===== src/rtl/rfifo_rd_sched_if.sv =====
// AXI read address / read data channel bundle between the frame read
// scheduler (master) and the DDR read port (slave).
interface rfifo_rd_sched_if #(
  parameter int ADDR_WIDTH = 28,
  parameter int DATA_WIDTH = 32
);
  // Handshake rule for both channels: a transfer happens on a rising clock
  // edge where valid and ready are both high; a master holds valid and its
  // payload stable until that edge, and ready may change freely.
  logic                  m_arvalid;
  logic                  m_arready;
  logic [ADDR_WIDTH-1:0] m_araddr;
  logic [7:0]            m_arlen;
  logic                  m_rvalid;
  logic                  m_rready;
  logic [DATA_WIDTH-1:0] m_rdata;
  logic                  m_rlast;

  modport master (
    output m_arvalid, m_araddr, m_arlen, m_rready,
    input  m_arready, m_rvalid, m_rdata, m_rlast
  );

  modport slave (
    input  m_arvalid, m_araddr, m_arlen, m_rready,
    output m_arready, m_rvalid, m_rdata, m_rlast
  );
endinterface


===== src/rtl/rfifo_rd_sched.sv =====
// Frame read scheduler: on each frame start it walks the frame buffer with
// fixed-length AXI read bursts, issuing a burst only when the display FIFO
// has room for every beat still in flight, and writes returned beats into
// the FIFO one cycle later.
// Optional feature macro: RD_SCHED_PINGPONG_EN adds the wr_bank input and
// reads the bank the writer does not own (ALT_BASE_ADDR when wr_bank=0).
module rfifo_rd_sched #(
  parameter int                    ADDR_WIDTH       = 28,
  parameter int                    DATA_WIDTH       = 32,
  parameter int                    FIFO_DEPTH_WIDTH = 14,
  parameter int                    BURST_LEN        = 16,
  parameter int                    FRAME_WORDS      = 307200,
  parameter logic [ADDR_WIDTH-1:0] BASE_ADDR        = '0,
  parameter logic [ADDR_WIDTH-1:0] ALT_BASE_ADDR    = 'h0200000,
  parameter int                    SPACE_MARGIN     = 4
) (
  input  logic                      wr_clk,
  input  logic                      wr_rst,
  input  logic                      frame_start,
`ifdef RD_SCHED_PINGPONG_EN
  input  logic                      wr_bank,
`endif
  input  logic [FIFO_DEPTH_WIDTH:0] wr_water_level,
  output logic                      fifo_wr_en,
  output logic [DATA_WIDTH-1:0]     fifo_wr_data,
  rfifo_rd_sched_if.master          m_axi,
  output logic                      busy,
  output logic                      frame_done,
  output logic                      err_rlast,
  output logic                      err_overrun,
  output logic [1:0]                dbg_state
);

  localparam int NUM_BURSTS  = FRAME_WORDS / BURST_LEN;
  localparam int BURST_BYTES = BURST_LEN * DATA_WIDTH / 8;
  localparam int CNT_W       = $clog2(NUM_BURSTS + 1);
  localparam int BEAT_W      = (BURST_LEN > 1) ? $clog2(BURST_LEN) : 1;
  localparam int OUT_W       = FIFO_DEPTH_WIDTH + 1;
  localparam int SUM_W       = FIFO_DEPTH_WIDTH + 10;

  localparam logic [CNT_W-1:0]  ALL_BURSTS  = CNT_W'(NUM_BURSTS);
  localparam logic [BEAT_W-1:0] LAST_BEAT   = BEAT_W'(BURST_LEN - 1);
  localparam logic [OUT_W-1:0]  OUT_BURST   = OUT_W'(BURST_LEN);
  localparam logic [SUM_W-1:0]  SPACE_LIMIT =
    (SUM_W'(1) << FIFO_DEPTH_WIDTH) - SUM_W'(SPACE_MARGIN);
  // Index 0 is the primary bank, index 1 the alternate bank.
  localparam logic [1:0][ADDR_WIDTH-1:0] BANK_BASE = {ALT_BASE_ADDR, BASE_ADDR};

  typedef enum logic [1:0] {IDLE, CHECK, REQ, DRAIN} state_e;

  state_e                state_q, state_d;
  logic [ADDR_WIDTH-1:0] addr_q;
  logic [CNT_W-1:0]      burst_cnt_q;
  logic [OUT_W-1:0]      outstanding_q;
  logic [BEAT_W-1:0]     beat_idx_q;
  logic                  pending_q;
  logic                  arvalid_q;
  logic                  busy_q;

  logic                  ar_fire;
  logic                  beat_fire;
  logic                  all_issued;
  logic                  last_beat;
  logic                  start_go;
  logic                  space_ok;
  logic [ADDR_WIDTH-1:0] frame_base;

  assign ar_fire    = arvalid_q & m_axi.m_arready;
  // Space is reserved before each request, so every beat is taken on arrival.
  assign beat_fire  = m_axi.m_rvalid & busy_q;
  assign all_issued = (burst_cnt_q == ALL_BURSTS);
  assign last_beat  = beat_fire & all_issued & (outstanding_q == OUT_W'(1));
  assign start_go   = (state_q == IDLE) & (frame_start | pending_q);
  assign space_ok   = (SUM_W'(wr_water_level) + SUM_W'(outstanding_q) +
                       SUM_W'(BURST_LEN)) <= SPACE_LIMIT;

`ifdef RD_SCHED_PINGPONG_EN
  // Read the bank the writer is not using.
  assign frame_base = BANK_BASE[~wr_bank];
`else
  assign frame_base = BANK_BASE[0];
`endif

  assign m_axi.m_arvalid = arvalid_q;
  assign m_axi.m_araddr  = addr_q;
  assign m_axi.m_arlen   = 8'(BURST_LEN - 1);
  assign m_axi.m_rready  = busy_q;
  assign busy            = busy_q;
  assign dbg_state       = state_q;

  // State register.
  always_ff @(posedge wr_clk or posedge wr_rst) begin
    if (wr_rst) state_q <= IDLE;
    else        state_q <= state_d;
  end

  // Next-state logic; the final beat of the frame returns to IDLE from any
  // state because it can land while CHECK is still deciding to drain.
  always_comb begin
    state_d = state_q;
    case (state_q)
      IDLE:    if (start_go) state_d = CHECK;
      CHECK: begin
        if (all_issued)    state_d = DRAIN;
        else if (space_ok) state_d = REQ;
      end
      REQ:     if (ar_fire) state_d = CHECK;
      DRAIN:   state_d = DRAIN;
      default: state_d = IDLE;
    endcase
    if (last_beat) state_d = IDLE;
  end

  // Burst address/count, outstanding beats, FIFO write, status and errors.
  always_ff @(posedge wr_clk or posedge wr_rst) begin
    if (wr_rst) begin
      addr_q        <= '0;
      burst_cnt_q   <= '0;
      outstanding_q <= '0;
      beat_idx_q    <= '0;
      pending_q     <= 1'b0;
      arvalid_q     <= 1'b0;
      busy_q        <= 1'b0;
      fifo_wr_en    <= 1'b0;
      fifo_wr_data  <= '0;
      frame_done    <= 1'b0;
      err_rlast     <= 1'b0;
      err_overrun   <= 1'b0;
    end else begin
      arvalid_q  <= (state_d == REQ);
      fifo_wr_en <= beat_fire;
      frame_done <= last_beat;
      if (beat_fire) fifo_wr_data <= m_axi.m_rdata;

      if (start_go) begin
        addr_q      <= frame_base;
        burst_cnt_q <= '0;
        beat_idx_q  <= '0;
        busy_q      <= 1'b1;
        // A start arriving while a pending one is consumed becomes pending.
        pending_q   <= pending_q & frame_start;
      end else begin
        if (ar_fire) begin
          addr_q      <= addr_q + ADDR_WIDTH'(BURST_BYTES);
          burst_cnt_q <= burst_cnt_q + CNT_W'(1);
        end
        if (beat_fire) begin
          beat_idx_q <= (beat_idx_q == LAST_BEAT) ? '0 : beat_idx_q + BEAT_W'(1);
          if (m_axi.m_rlast != (beat_idx_q == LAST_BEAT)) err_rlast <= 1'b1;
        end
        if (last_beat) busy_q <= 1'b0;
        if (busy_q && frame_start) begin
          if (pending_q) err_overrun <= 1'b1;
          else           pending_q   <= 1'b1;
        end
      end

      case ({ar_fire, beat_fire})
        2'b10:   outstanding_q <= outstanding_q + OUT_BURST;
        2'b01:   outstanding_q <= outstanding_q - OUT_W'(1);
        2'b11:   outstanding_q <= outstanding_q + OUT_BURST - OUT_W'(1);
        default: outstanding_q <= outstanding_q;
      endcase
    end
  end

endmodule

===== src/flat_wrapper.sv =====
// flat-port wrapper written by rule: the top's interface ports become plain ports
module rfifo_rd_sched_flat 
#(
  parameter int                    ADDR_WIDTH       = 28,
  parameter int                    DATA_WIDTH       = 32,
  parameter int                    FIFO_DEPTH_WIDTH = 14,
  parameter int                    BURST_LEN        = 16,
  parameter int                    FRAME_WORDS      = 307200,
  parameter logic [ADDR_WIDTH-1:0] BASE_ADDR        = '0,
  parameter logic [ADDR_WIDTH-1:0] ALT_BASE_ADDR    = 'h0200000,
  parameter int                    SPACE_MARGIN     = 4
)
  (wr_clk, wr_rst, frame_start, wr_water_level, fifo_wr_en, fifo_wr_data, busy, frame_done, err_rlast, err_overrun, dbg_state, m_axi_m_arvalid, m_axi_m_araddr, m_axi_m_arlen, m_axi_m_rready, m_axi_m_arready, m_axi_m_rvalid, m_axi_m_rdata, m_axi_m_rlast);
  rfifo_rd_sched_if #(.ADDR_WIDTH(ADDR_WIDTH), .DATA_WIDTH(DATA_WIDTH)) m_axi_i ();
  input  logic wr_clk;
  input  logic wr_rst;
  input  logic frame_start;
  input  logic [FIFO_DEPTH_WIDTH:0] wr_water_level;
  output logic fifo_wr_en;
  output logic [DATA_WIDTH-1:0] fifo_wr_data;
  output logic busy;
  output logic frame_done;
  output logic err_rlast;
  output logic err_overrun;
  output logic [1:0] dbg_state;
  output wire logic [$bits(m_axi_i.m_arvalid)-1:0] m_axi_m_arvalid;
  output wire logic [$bits(m_axi_i.m_araddr)-1:0] m_axi_m_araddr;
  output wire logic [$bits(m_axi_i.m_arlen)-1:0] m_axi_m_arlen;
  output wire logic [$bits(m_axi_i.m_rready)-1:0] m_axi_m_rready;
  input wire logic [$bits(m_axi_i.m_arready)-1:0] m_axi_m_arready;
  input wire logic [$bits(m_axi_i.m_rvalid)-1:0] m_axi_m_rvalid;
  input wire logic [$bits(m_axi_i.m_rdata)-1:0] m_axi_m_rdata;
  input wire logic [$bits(m_axi_i.m_rlast)-1:0] m_axi_m_rlast;
  assign m_axi_m_arvalid = m_axi_i.m_arvalid;
  assign m_axi_m_araddr = m_axi_i.m_araddr;
  assign m_axi_m_arlen = m_axi_i.m_arlen;
  assign m_axi_m_rready = m_axi_i.m_rready;
  assign m_axi_i.m_arready = m_axi_m_arready;
  assign m_axi_i.m_rvalid = m_axi_m_rvalid;
  assign m_axi_i.m_rdata = m_axi_m_rdata;
  assign m_axi_i.m_rlast = m_axi_m_rlast;
  rfifo_rd_sched #(.ADDR_WIDTH(ADDR_WIDTH), .DATA_WIDTH(DATA_WIDTH), .FIFO_DEPTH_WIDTH(FIFO_DEPTH_WIDTH), .BURST_LEN(BURST_LEN), .FRAME_WORDS(FRAME_WORDS), .BASE_ADDR(BASE_ADDR), .ALT_BASE_ADDR(ALT_BASE_ADDR), .SPACE_MARGIN(SPACE_MARGIN)) u_core (.wr_clk(wr_clk), .wr_rst(wr_rst), .frame_start(frame_start), .wr_water_level(wr_water_level), .fifo_wr_en(fifo_wr_en), .fifo_wr_data(fifo_wr_data), .m_axi(m_axi_i), .busy(busy), .frame_done(frame_done), .err_rlast(err_rlast), .err_overrun(err_overrun), .dbg_state(dbg_state));
endmodule

===== config.mk =====
export PLATFORM = sky130hd
export DESIGN_NAME = rfifo_rd_sched_flat
export DESIGN_NICKNAME = d
export VERILOG_FILES = /design/src/rtl/rfifo_rd_sched_if.sv /design/src/rtl/rfifo_rd_sched.sv /design/src/flat_wrapper.sv
export SDC_FILE = /design/constraint.sdc
export NUM_CORES = 1
export LEC_CHECK = 0
export CORE_MARGIN = 2
export CORE_UTILIZATION = 29
export DETAILED_ROUTE_END_ITERATION = 7
export SLEW_MARGIN = 20
export SYNTH_ARGS = -nofsm -noshare
export SYNTH_HDL_FRONTEND = slang
export SYNTH_SLANG_ARGS = --single-unit

===== constraint.sdc =====
create_clock -name wr_clk -period 2.77 [get_ports wr_clk]
set_input_delay 0.277 -clock wr_clk [delete_from_list [all_inputs] [get_ports wr_clk]]
set_output_delay 0.277 -clock wr_clk [all_outputs]
set_load 0.01 [all_outputs]

# == Word level (Yosys, flattened, before mapping) ==
# Cells that the tools add are included.
# totals
register_bits,103
input_bits,53
output_inout_bits,77
elab_cells,68
# classes
n_addsub,8
n_lt_le_gt_ge,1
eq_ne,11
mux,18
bitwise,8
reduce_logical,9
# op_table
operator,count
$mux W28,2
$pmux W15 S3,1
$mux W15,2
$sub A15 B1 Y15 const B,2
$add A28 B7 Y28 const B,1
$add A24 B5 Y24 const B,1
$le A24 B14 Y1 const B,1
$add A15 B15 Y16,1
$add A15 B1 Y15 const B,1
$add A15 B5 Y15 const B,1
$eq A15 B1 Y1 const B,1
$eq A15 B15 Y1 const B,1
$mux W4,3
$eq A2 B2 Y1 const B,5
$mux W2,5
$pmux W2 S4,1
$reduce_bool A2 Y1,4
$and A1 B1 Y1,6
$reduce_and A3 Y1,2
$add A4 B1 Y4 const B,1
$eq A2 B1 Y1 const B,2
$eq A4 B4 Y1 const B,1
$mux W1,4
$reduce_bool A3 Y1,1
5 further kinds,5

# == Depth between registers and ports, before layout ==
# logic_depth
ltp_word,8
depth_mapped,9
depth_no_buf,9

# == Worst setup path before layout ==
# Ideal clock, no wire load.
# synth_timing
kind,reg2reg
from,"register u_core.busy_q, in the netlist u_core.busy"
to,register u_core.outstanding_q[13]
arrival_ns,2.435
required_ns,2.645
setup_slack_ns,0.210
stages_incl_launch_ff,10
period_less_slack_ns,2.560
path_cell_list,dfrtp_1 -> nand2_2 -> or4_1 -> clkbuf_1 -> or4_1 -> buf_2 -> nor3_4 -> mux2i_1 -> a21oi_2 -> xnor2_1
# synth_via
elab_chain_cells,3
word_cells_on_any_way,6
classes_between,3 x eq/ne; 1 x mux; 1 x bitwise; 1 x reduce/logical
# synth_rtl
element,line_no,source
start: declaration,rfifo_rd_sched.sv:58,logic busy_q;
start signal: assignment,rfifo_rd_sched.sv:123,busy_q <= 1'b0;
start signal: assignment,rfifo_rd_sched.sv:139,busy_q <= 1'b1;
start signal: assignment,rfifo_rd_sched.sv:151,if (last_beat) busy_q <= 1'b0;
$and A1 B1 Y1 *,rfifo_rd_sched.sv:70,assign beat_fire = m_axi.m_rvalid & busy_q;
$eq A2 B2 Y1 / $eq A2 B1 Y1 (equally long branches),rfifo_rd_sched.sv:158,"case ({ar_fire, beat_fire})"
$pmux W15 S3 / $reduce_bool A3 Y1 (equally long branches),--,
end signal: assignment,rfifo_rd_sched.sv:159,2'b10: outstanding_q <= outstanding_q + OUT_BURST;
end signal: assignment,rfifo_rd_sched.sv:160,2'b01: outstanding_q <= outstanding_q - OUT_W'(1);
end signal: assignment,rfifo_rd_sched.sv:161,2'b11: outstanding_q <= outstanding_q + OUT_BURST - OUT_W'(1);
end: declaration,rfifo_rd_sched.sv:54,logic [OUT_W-1:0] outstanding_q;
# Every way passes the cells marked *; elsewhere a longest branch is shown, timed or not.
# A chain may end at the register's enable or synchronous reset.

# == Final worst setup path ==
# layout_timing
from,register u_core.outstanding_q[0]
to,"register u_core.state_q[0], in the netlist u_core.dbg_state[0]"
# layout_via
elab_chain_cells,7
word_cells_on_any_way,9
classes_between,2 x add/sub; 1 x order compare; 1 x eq/ne; 4 x mux; 1 x bitwise
# layout_rtl
element,line_no,source
$add A15 B15 Y16,rfifo_rd_sched.sv:74,assign space_ok = (SUM_W'(wr_water_level) + SUM_W'(outstanding_q) +
$add A24 B5 Y24,rfifo_rd_sched.sv:74,
$le A24 B14 Y1,rfifo_rd_sched.sv:75,SUM_W'(BURST_LEN)) <= SPACE_LIMIT;
$mux W2,rfifo_rd_sched.sv:105,else if (space_ok) state_d = REQ;
$mux W2,rfifo_rd_sched.sv:104,if (all_issued) state_d = DRAIN;
$pmux W2 S4,rfifo_rd_sched.sv:101,case (state_q)
$mux W2 *,rfifo_rd_sched.sv:111,if (last_beat) state_d = IDLE;
via u_core.state_d[0],rfifo_rd_sched.sv:51,"state_e state_q, state_d;"
end signal: assignment,rfifo_rd_sched.sv:94,else state_q <= state_d;
end: declaration,rfifo_rd_sched.sv:51,
# The timed path passes the listed nets; every way through them passes the cells marked *.

==> impl_metrics.env <==
export IMPL_vias=4628
export IMPL_io_pins=130
export IMPL_status="complete, no violations"
export IMPL_drv_cap=0
export IMPL_grt_pass1_wl_mm=22.5
export IMPL_grt_pass1_vias=4485
export IMPL_n_antenna_cell=0
export IMPL_core_area_mm2=0.0186
export IMPL_port_buffers=115
export IMPL_cp_max_fo=4
export IMPL_ys_seq_area_frac=0.441
export IMPL_place_congestion=0.818
export IMPL_synth_cells=630
export IMPL_wl_mm=13.6
export IMPL_r2r_setup_slack_ns=0.14
export IMPL_dr_first_iter_drc_count=248
export IMPL_nNetsFinal=829
export IMPL_period_needed_ns=2.63
export IMPL_powerDensity_mw_per_mm2=712
export IMPL_synthArstFlopShare=1.00
export IMPL_antenna_found_initial=0
export IMPL_wire_per_inst_um=13.8
export IMPL_path_clk_slew_ns=0.07
export IMPL_cts_setup_buffers=0
export IMPL_finalHoldViolCount=0
export IMPL_layout_drive_gt1_share=0.0624
export IMPL_cp_end_kind="flip-flop"
export IMPL_timing_critical_path_from="u_core.outstanding_q[0]$_DFFE_PP0P_"
export IMPL_synth_seq_cells=97
export IMPL_ctsHtreeMaxLevel=3
export IMPL_fillers=1855
export IMPL_drv_slew=0
export IMPL_setup_ws_ns=0.145
export IMPL_rsz0062_at_grt="false"
export IMPL_grt_usage=0.140
export IMPL_cp_arrival_ns=2.88
export IMPL_r2r_end="u_core.dbg_state[0]$_DFF_PP0_"
export IMPL_yosys_warnings=0
export IMPL_finalInstanceArea_mm2=0.00724
export IMPL_clock_sinks=97
export IMPL_startpoint_type="flip-flop"
export IMPL_die_width_um=142
export IMPL_skew_ns=0.00692
export IMPL_area_delta_synth_final_pct=31.6
export IMPL_setup_violations=0
export IMPL_cts_hold_fix_buffers=0
export IMPL_preCtsSetupSlack_ns=-0.225
export IMPL_synth_cell_types=59
export IMPL_cts_buffers=9
export IMPL_relSlewSlack=0.627
export IMPL_min_period_over_period=0.948
export IMPL_cts_resized=0
export IMPL_tns_ns=0
export IMPL_grt_max_degree=98
export IMPL_reg2reg_from="u_core.outstanding_q[0]$_DFFE_PP0P_"
export IMPL_setup_worst_path_end="u_core.dbg_state[0]$_DFF_PP0_"
export IMPL_required_ns=3.02
export IMPL_dpl_cell_area_mm2=0.00698
export IMPL_firstDrtPassIters=4
export IMPL_fin_util=0.388
export IMPL_timing_hold_ws_ns=0.409
export IMPL_critPathKind="reg2reg"
export IMPL_drc_errors=0
export IMPL_clockRootBuffer="clkbuf_16"
export IMPL_synth_edf_count=0
export IMPL_netlist_area_mm2=0.00550
export IMPL_rows=50
export IMPL_fmax_mhz=381
export IMPL_dpl_hpwl_mm=9.67
export IMPL_ant_nets=0
export IMPL_synth_flop_cell="dfrtp_1"
export IMPL_cts_buffer_depth=2
export IMPL_clkLatencyLatePin_ns=0.35
export IMPL_initial_core_util=0.295
export IMPL_hold_class="in2async"
export IMPL_die_y_um=142
export IMPL_leakage_nw=3.30
export IMPL_cts_tree="done"
export IMPL_syn_avg_cell_area_um2=8.73
export IMPL_ff2ff_path_depth=9
export IMPL_worst_slew_pin_slew_ns=0.559
export IMPL_overflow=0
export IMPL_ir_drop_mv=0.263
export IMPL_dieArea_mm2=0.0201
export IMPL_routed_via_density=4.69
-- layout make-up --
cell class	instances	area (µm²)	area share
Multi-Input combinational cell	488	2860	0.395
Inverter	14	56.3	0.00778
Tap cell	234	293	0.0405
Clock inverter	3	20.0	0.00277
Timing Repair Buffer	140	1350	0.187
Sequential cell	97	2430	0.335
Clock buffer	11	233	0.0322
-- cell families (layout without fill, tap and decap cells) --
logic type | after synthesis | after routing | synth area share
adder cells (fa/ha/maj) | 26 | 26 | 0.0605
other | 2 | 14 | 0.00137
buffers and inverters | 57 | 168 | 0.0494
AO/OA/AOI/OAI | 84 | 84 | 0.0965
flip-flops | 97 | 97 | 0.441
XOR/XNOR | 58 | 58 | 0.0924
multiplexers | 6 | 6 | 0.0111
AND/OR/NAND/NOR | 300 | 300 | 0.247
-- state kept, by name, summed over array words and instances (netlist names) --
name / flops
u_core.outstanding_q: 15
u_core.m_axi.m_arvalid: 1
u_core.beat_idx_q: 4
u_core.burst_cnt_q: 15
u_core.busy: 1
u_core.dbg_state: 2
u_core.err_rlast: 1
u_core.m_axi.m_araddr: 22
u_core.fifo_wr_data: 32
u_core.fifo_wr_en: 1
u_core.err_overrun: 1
u_core.frame_done: 1
u_core.pending_q: 1
-- worst max-delay path, cell delays in order, from the launching register on --
cell      delay [ns]
dfrtp_1         0.41
ha_1            0.22
fa_2            0.37
a211oi_2        0.25
o21ai_0         0.16
a21oi_1         0.25
mux2_2          0.37
nor2_1          0.10
nand4_1         0.16
a211oi_1        0.24
-- worst min path at each step --
stage	startpoint	end	slack [ns]	cells after the start
after floorplan	m_axi_m_rdata[0]	u_core.fifo_wr_data[0]$_DFFE_PP0P_	0.38	2
after global placement	u_core.err_rlast$_DFFE_PP0P_	u_core.err_rlast$_DFFE_PP0P_	0.45	2
after detailed placement	u_core.err_rlast$_DFFE_PP0P_	u_core.err_rlast$_DFFE_PP0P_	0.45	2
after CTS	m_axi_m_rdata[16]	u_core.fifo_wr_data[16]$_DFFE_PP0P_	0.43	3
after global routing	m_axi_m_rdata[30]	u_core.fifo_wr_data[30]$_DFFE_PP0P_	0.44	3
final	wr_rst	u_core.fifo_wr_data[15]$_DFFE_PP0P_	0.41	3
-- per-stage QoR --
step | total power [W] | cells
floorplan | 0.00332 | 642
global placement | 0.00402 | 973
detailed placement | 0.00404 | 973
global route | 0.00556 | 987
CTS | 0.00521 | 987
finish | 0.00515 | 987
-- synthesized netlist by cell type (3+ instances only) --
| cell type | number | area share |
|---|---|---|
| ha_1 | 25 | 0.057 |
| or4_1 | 3 | 0.0041 |
| inv_1 | 14 | 0.0096 |
| buf_4 | 15 | 0.020 |
| a211oi_1 | 4 | 0.0055 |
| mux2i_1 | 5 | 0.0091 |
| o21ai_1 | 3 | 0.0027 |
| nand2_1 | 142 | 0.097 |
| and3_1 | 16 | 0.018 |
| and2_1 | 4 | 0.0045 |
| clkbuf_1 | 25 | 0.017 |
| dfrtp_1 | 97 | 0.44 |
| o21ai_0 | 14 | 0.013 |
| nand4_1 | 9 | 0.010 |
| nor3_1 | 12 | 0.011 |
| a21oi_1 | 26 | 0.024 |
| nor4_1 | 3 | 0.0034 |
| nor2_1 | 65 | 0.044 |
| a21o_1 | 5 | 0.0068 |
| xor2_1 | 35 | 0.056 |
| nand3_1 | 23 | 0.021 |
| nor3b_1 | 3 | 0.0041 |
| a31oi_1 | 5 | 0.0057 |
| or3_1 | 5 | 0.0057 |
| a22oi_1 | 3 | 0.0041 |
| xnor2_1 | 23 | 0.037 |
| o211ai_1 | 3 | 0.0041 |
| o22ai_1 | 4 | 0.0045 |
-- layout by cell type (no fill, tap or decap), drive strengths merged, types with 4 or more instances in the layout --
master         synthesis  layout
and2                   4       4
o21ai                 17      17
nor3                  13      13
nor2                  65      65
buf                   18      25
inv                   14      13
conb                   2      14
ha                    25      25
nand2                143     143
a211oi                 4       4
clkdlybuf4s50          0     115
a21oi                 27      27
xor2                  35      35
clkbuf                25      11
nand4                  9       9
or3                    5       5
and3                  16      16
a31oi                  5       5
xnor2                 23      23
mux2i                  5       5
dfrtp                 97      97
a21o                   5       5
o22ai                  4       4
nand3                 23      23
-- power breakdown --
group	switching (W)	leakage (nW)	internal, W	total (W)
Combinational	0.00107	1.96	0.00100	0.00208
Sequential	0.000297	1.22	0.00165	0.00195
Clock	0.000531	0.117	0.000598	0.00113
-- layer usage --
layer | routed length, µm | track usage
met1 | 6330 | 0.181
met2 | 6010 | 0.216
met3 | 1080 | 0.0533
met4 | 202 | 0.0437
met5 | 0 | 0
No activity file was read; power rests on OpenSTA's default activity.
